**src/rtl/uart_receiver.sv**
```systemverilog
// uart_receiver: 8N1 serial-to-parallel receiver, mid-bit sampling on an oversample tick.
// Flags framing errors and parks in WAIT_HIGH until a low line recovers.
module uart_receiver #(
    parameter int OVERSAMPLE  = 16,
    parameter int SYNC_STAGES = 2
) (
    input  logic       clk,
    input  logic       rst,
    input  logic       enable,
    input  logic       in,
    output logic [7:0] out,
    output logic       done,
    output logic       busy,
    output logic       frame_err
);
    localparam int TW = $clog2(OVERSAMPLE);
    localparam logic [TW-1:0] LAST = TW'(OVERSAMPLE - 1);
    localparam logic [TW-1:0] MID  = TW'(OVERSAMPLE / 2 - 1);

    typedef enum logic [2:0] {IDLE, START, DATA, STOP, WAIT_HIGH} state_t;

    state_t                 state_q, state_d;
    logic [TW-1:0]          tick_q, tick_d;
    logic [2:0]             bit_q, bit_d;
    logic [7:0]             shift_q, shift_d, out_q, out_d;
    logic                   done_q, done_d, err_q, err_d;
    logic [SYNC_STAGES-1:0] sync_q, sync_d;
    logic                   rx_s;

    assign rx_s      = sync_q[SYNC_STAGES-1];
    assign out       = out_q;
    assign done      = done_q;
    assign frame_err = err_q;
    assign busy      = state_q != IDLE;

    always_comb begin
        sync_d  = {sync_q[SYNC_STAGES-2:0], in};
        state_d = state_q;
        tick_d  = tick_q;
        bit_d   = bit_q;
        shift_d = shift_q;
        out_d   = out_q;
        done_d  = 1'b0;
        err_d   = 1'b0;
        if (enable) begin
            case (state_q)
                IDLE: if (!rx_s) begin
                    state_d = START;
                    tick_d  = '0;
                end
                START: if (tick_q == MID) begin
                    tick_d  = '0;
                    bit_d   = '0;
                    state_d = rx_s ? IDLE : DATA;
                end else tick_d = tick_q + TW'(1);
                DATA: if (tick_q == LAST) begin
                    tick_d  = '0;
                    shift_d = {rx_s, shift_q[7:1]};
                    bit_d   = bit_q + 3'd1;
                    if (bit_q == 3'd7) state_d = STOP;
                end else tick_d = tick_q + TW'(1);
                STOP: if (tick_q == LAST) begin
                    tick_d  = '0;
                    done_d  = rx_s;
                    err_d   = !rx_s;
                    out_d   = rx_s ? shift_q : out_q;
                    state_d = rx_s ? IDLE : WAIT_HIGH;
                end else tick_d = tick_q + TW'(1);
                WAIT_HIGH: if (rx_s) state_d = IDLE;
                default: state_d = IDLE;
            endcase
        end
    end

    always_ff @(posedge clk or posedge rst) begin
        if (rst) begin
            state_q <= IDLE;
            tick_q  <= '0;
            bit_q   <= '0;
            shift_q <= '0;
            out_q   <= '0;
            done_q  <= 1'b0;
            err_q   <= 1'b0;
            sync_q  <= '1;
        end else begin
            state_q <= state_d;
            tick_q  <= tick_d;
            bit_q   <= bit_d;
            shift_q <= shift_d;
            out_q   <= out_d;
            done_q  <= done_d;
            err_q   <= err_d;
            sync_q  <= sync_d;
        end
    end
endmodule

```
**config.mk**
```make
export PLATFORM = sky130hd
export DESIGN_NAME = uart_receiver
export DESIGN_NICKNAME = d
export VERILOG_FILES = /design/src/rtl/uart_receiver.sv
export SDC_FILE = /design/constraint.sdc
export NUM_CORES = 1
export LEC_CHECK = 0
export BUFFER_PORTS_ARGS = -buffer_cell sky130_fd_sc_hd__buf_2
export CAP_MARGIN = 20
export CORE_MARGIN = 2
export CORE_UTILIZATION = 30
export DETAILED_ROUTE_END_ITERATION = 7
export SYNTH_ARGS = -nofsm -noshare
export SYNTH_HDL_FRONTEND = slang
export SYNTH_SLANG_ARGS = --single-unit
```
**constraint.sdc**
```tcl
create_clock -name clk -period 1.83 [get_ports clk]
set_input_delay 0.366 -clock clk [delete_from_list [all_inputs] [get_ports clk]]
set_output_delay 0.366 -clock clk [all_outputs]
set_load 0.01 [all_outputs]
```
==> qor.txt <==
STATUS
------------------------------------------------------------------------------
Run status                                                        finished clean

SYNTHESIS
------------------------------------------------------------------------------
Sequential element share of the synthesized area                         55.1%
Number of flip-flops and latches in the synthesized netlist                 30
Mapped Cells                                                               108
Ranking of synthesized cells by instance count                    sky130_fd_sc_hd__dfrtp_1, sky130_fd_sc_hd__mux2_1, sky130_fd_sc_hd__nand2_1
Most frequent cell after synthesis                                sky130_fd_sc_hd__dfrtp_1
Number of flops mapped to enable cells by yosys                              0
Mapped Nets                                                                115
Post-synth top area share                                                51.2%
Post-Syn Area                                                         1370 um2
Async S/R FF share, synth                                                 100%
Yosys synthesis warning count                                                0
Number of distinct library cells after synthesis                            35
Most area-consuming cells after synthesis                         sky130_fd_sc_hd__dfrtp_1, sky130_fd_sc_hd__mux2_1, sky130_fd_sc_hd__dfstp_2
Synth Area per Inst                                                   12.7 um2
Cell accounting for the most synthesized area                     sky130_fd_sc_hd__dfrtp_1
Flip-flop cell with the highest count after synthesis             sky130_fd_sc_hd__dfrtp_1

SETUP PATH
------------------------------------------------------------------------------
R2r worst-path depth                                                         5
Critical Path Sink Type                                              flip-flop
Crit-path max FO                                                             8
FF-to-FF setup slack                                                    130 ps
Family with the most delay on the worst path                      simple AND/OR/NAND/NOR gates
Slowest cell on crit path                                         sky130_fd_sc_hd__dfrtp_1
Critical path destination                                         out[2]$_DFFE_PP0P_
Peak per-stage delay on the critical path                               390 ps
Endpoint required time on the critical path                            1990 ps
Worst setup path class                                            flip-flop to flip-flop
Critical R2R Launch                                               tick_q[0]$_DFFE_PP0P_
Launching instance or port of the critical path                   tick_q[0]$_DFFE_PP0P_
Reg-to-Reg End                                                    out[2]$_DFFE_PP0P_
Total buffers and inverters traversed by the critical path                   1
Most prevalent standard cell on the critical path                 sky130_fd_sc_hd__and4_1
Startpoint kind of the worst setup timing path                       flip-flop
Total stage count of the critical path                                       5
Cell-by-cell listing of the critical path                         ha_1 -> and4_1 -> and4_1 -> buf_4 -> mux2_1
Worst path arrival time                                                1860 ps

DRT
------------------------------------------------------------------------------
Routed Wire Length                                                     2360 um
Via Count                                                                  881
Number of vias per cell after detailed routing                            4.79
Post-route ant nets                                                          0
Routed WL per cell                                                     12.8 um
Drc violations                                                               0
1st-iter DRT viols                                                          46
Number of detailed-route iterations in the first pass                        3

GLOBAL ROUTE
------------------------------------------------------------------------------
Remaining Overflow, GRT                                                      0
Number of global-route vias before repair                                  932
Antenna violations before repair                                             0
Largest net degree at the start of global routing                           31
All-Layer GR Usage                                                       10.4%
Wire length of the first global-routing pass                           4040 um

CLOCKING
------------------------------------------------------------------------------
Count of buffers added by post-CTS timing repair for setup                   0
Maximum buffer depth of the clock tree                                       2
Clock buffer count from CTS                                                  5
Cts repair resizes                                                           0
Post-CTS Hold Buffers                                                        0
Clock Sink Count                                                            30
Clock network latency to the later pin of the worst-skew pair           280 ps
Clk root buf                                                      sky130_fd_sc_hd__clkbuf_8
Clock H-tree levels                                                          2
Clock transition at the registers of the reported paths                  60 ps
Clock tree from TritonCTS                                                 done

DIE
------------------------------------------------------------------------------
# rows                                                                      24
Boundary Pins                                                               15
Vertical extent of the die                                             71.5 um
Initial core utilization                                                 31.2%
Total Die Area                                                        5110 um2
Die X                                                                  71.5 um
Placeable core region                                                 4380 um2

RUN
------------------------------------------------------------------------------
Count of max-cap constraint violations                                       0

STA
------------------------------------------------------------------------------
Final hold violations                                                        0
Hold Worst Slack                                                        139 ps
Clock Skew                                                             3.22 ps
Total Negative Setup Slacks                                               0 ps
Worst slew margin relative to its limit                                  74.3%
Post-route fraction of the period consumed by the critical path          93.0%
Final period demand of the worst path                                  1700 ps
Transition time at the pin with the least slew margin                   386 ps
Achievable Freq                                                      0.587 GHz
Number of pins with negative max-slew slack in the final report              0
Final Setup Violations                                                       0
Setup repair after global routing missed its margin                      false

PLACEMENT
------------------------------------------------------------------------------
Dpl hpwl                                                               1700 um
# port buffers                                                              14
Final estimated routing congestion in global placement                   0.844

FINAL LAYOUT
------------------------------------------------------------------------------
Final net count                                                            138
Flip-flop and latch area                                               753 um2
Final-layout fill cell count                                               432
Area growth from synthesis to layout                                     18.0%
Proportion of layout cells with a drive suffix above 1                   25.8%
Combined area of the multi-input logic cells                           559 um2
Number of antenna repair diodes                                              0

POWER
------------------------------------------------------------------------------
Static Leak                                                           0.810 nW
Power per unit of standard cell area                               1080 nW/um2
Worst VDD drop                                                      0.000357 V

HOLD PATH
------------------------------------------------------------------------------
Worst Hold Class                                                  input port to asynchronous set/reset pin

report_power, final:
part / switching [mW] / internal (mW)
logic: 0.190 / 0.194
clock network: 0.235 / 0.303
registers: 0.0786 / 0.747
how the worst min path moves through the flow:
stage / startpoint / endpoint / slack [ps] / cells past startpoint
after CTS: rst / out[2]$_DFFE_PP0P_ / 160 / 3
after global placement: sync_q[0]$_DFF_PP1_ / sync_q[1]$_DFF_PP1_ / 350 / 0
after floorplan: sync_q[0]$_DFF_PP1_ / sync_q[1]$_DFF_PP1_ / 350 / 0
after global routing: rst / state_q[0]$_DFFE_PP0P_ / 170 / 3
after detailed placement: sync_q[0]$_DFF_PP1_ / sync_q[1]$_DFF_PP1_ / 350 / 0
final: rst / out[2]$_DFFE_PP0P_ / 140 / 3
area by class of cell:
cell class,count,area share [%]
sequential,30,46.7
multi-input combinational,67,34.7
timing repair buffer,21,7.60
clock buffer,7,5.35
tap,52,4.03
inverter,6,1.40
clock inverter,1,0.310
placed cells by master, fill, tap and decap left out, drive strengths merged:
| cell | Yosys | layout |
|---|---|---|
| nand3 | 3 | 3 |
| o31ai | 1 | 1 |
| xnor2 | 1 | 1 |
| o2bb2ai | 1 | 1 |
| buf | 3 | 21 |
| a22o | 2 | 2 |
| nand2b | 3 | 3 |
| or3b | 1 | 1 |
| or3 | 1 | 1 |
| or4b | 1 | 1 |
| a211oi | 1 | 1 |
| mux2i | 4 | 4 |
| clkbuf | 2 | 7 |
| and2 | 1 | 1 |
| clkinv | 0 | 1 |
| o21ai | 2 | 2 |
| mux2 | 16 | 16 |
| o41ai | 1 | 1 |
| nor3 | 1 | 1 |
| dfrtp | 28 | 28 |
| and4 | 2 | 2 |
| ha | 3 | 3 |
| nor4bb | 1 | 1 |
| a21o | 1 | 1 |
| nor2 | 5 | 5 |
| nor3b | 1 | 1 |
| nor2b | 2 | 2 |
| a32o | 1 | 1 |
| dfstp | 2 | 2 |
| nand3b | 1 | 1 |
| a221o | 1 | 1 |
| a21oi | 1 | 1 |
| inv | 6 | 6 |
| nand2 | 7 | 7 |
| o311ai | 1 | 1 |
per-layer routing:
| metal | share of wire [%] | track usage, % | routed length [um] | vias up |
|---|---|---|---|---|
| met5 | 0 | 0 | 0 | - |
| met4 | 2.1 | 5.66 | 49 | 0 |
| met3 | 4.7 | 4.64 | 110 | 5 |
| met2 | 48 | 17.1 | 1140 | 13 |
| met1 | 45 | 11.2 | 1060 | 433 |
| li1 | - | - | - | 430 |
metrics by stage:
stage                     area, um2  util [%]  worst slack (ps)  cells  total power [mW]
after floorplan                1370         -               221    108              1.12
after global placement         1520      34.7               115    176              1.21
after detailed placement       1520      34.7              26.6    176              1.22
after CTS                      1610      36.8              17.6    184              1.77
after global routing           1610      36.8              18.1    184              1.86
final                          1610      36.8               127    184              1.75
kinds of logic after synthesis:
kind of cell	after synthesis	share of synthesized area, %
adders and majority gates	3	2.75
DFF	30	55.1
buffers and inverters	11	4.12
and+or+nand+nor	30	13.0
muxes	20	16.1
AOI/OAI and AO/OA	13	8.33
xor gates and xnor gates	1	0.641
state kept, by name, summed over array words and instances, names as in the netlist:
register and cells:
out 8, shift_q 8, tick_q 4, bit_q 3
state_q 3, sync_q 2, done 1, frame_err 1
tightest hold or removal path, cell delays in order:
cell and delay [ps]:
sky130_fd_sc_hd__buf_2 90, sky130_fd_sc_hd__inv_1 40, sky130_fd_sc_hd__buf_4 330
(Power assumes the default switching activity.)
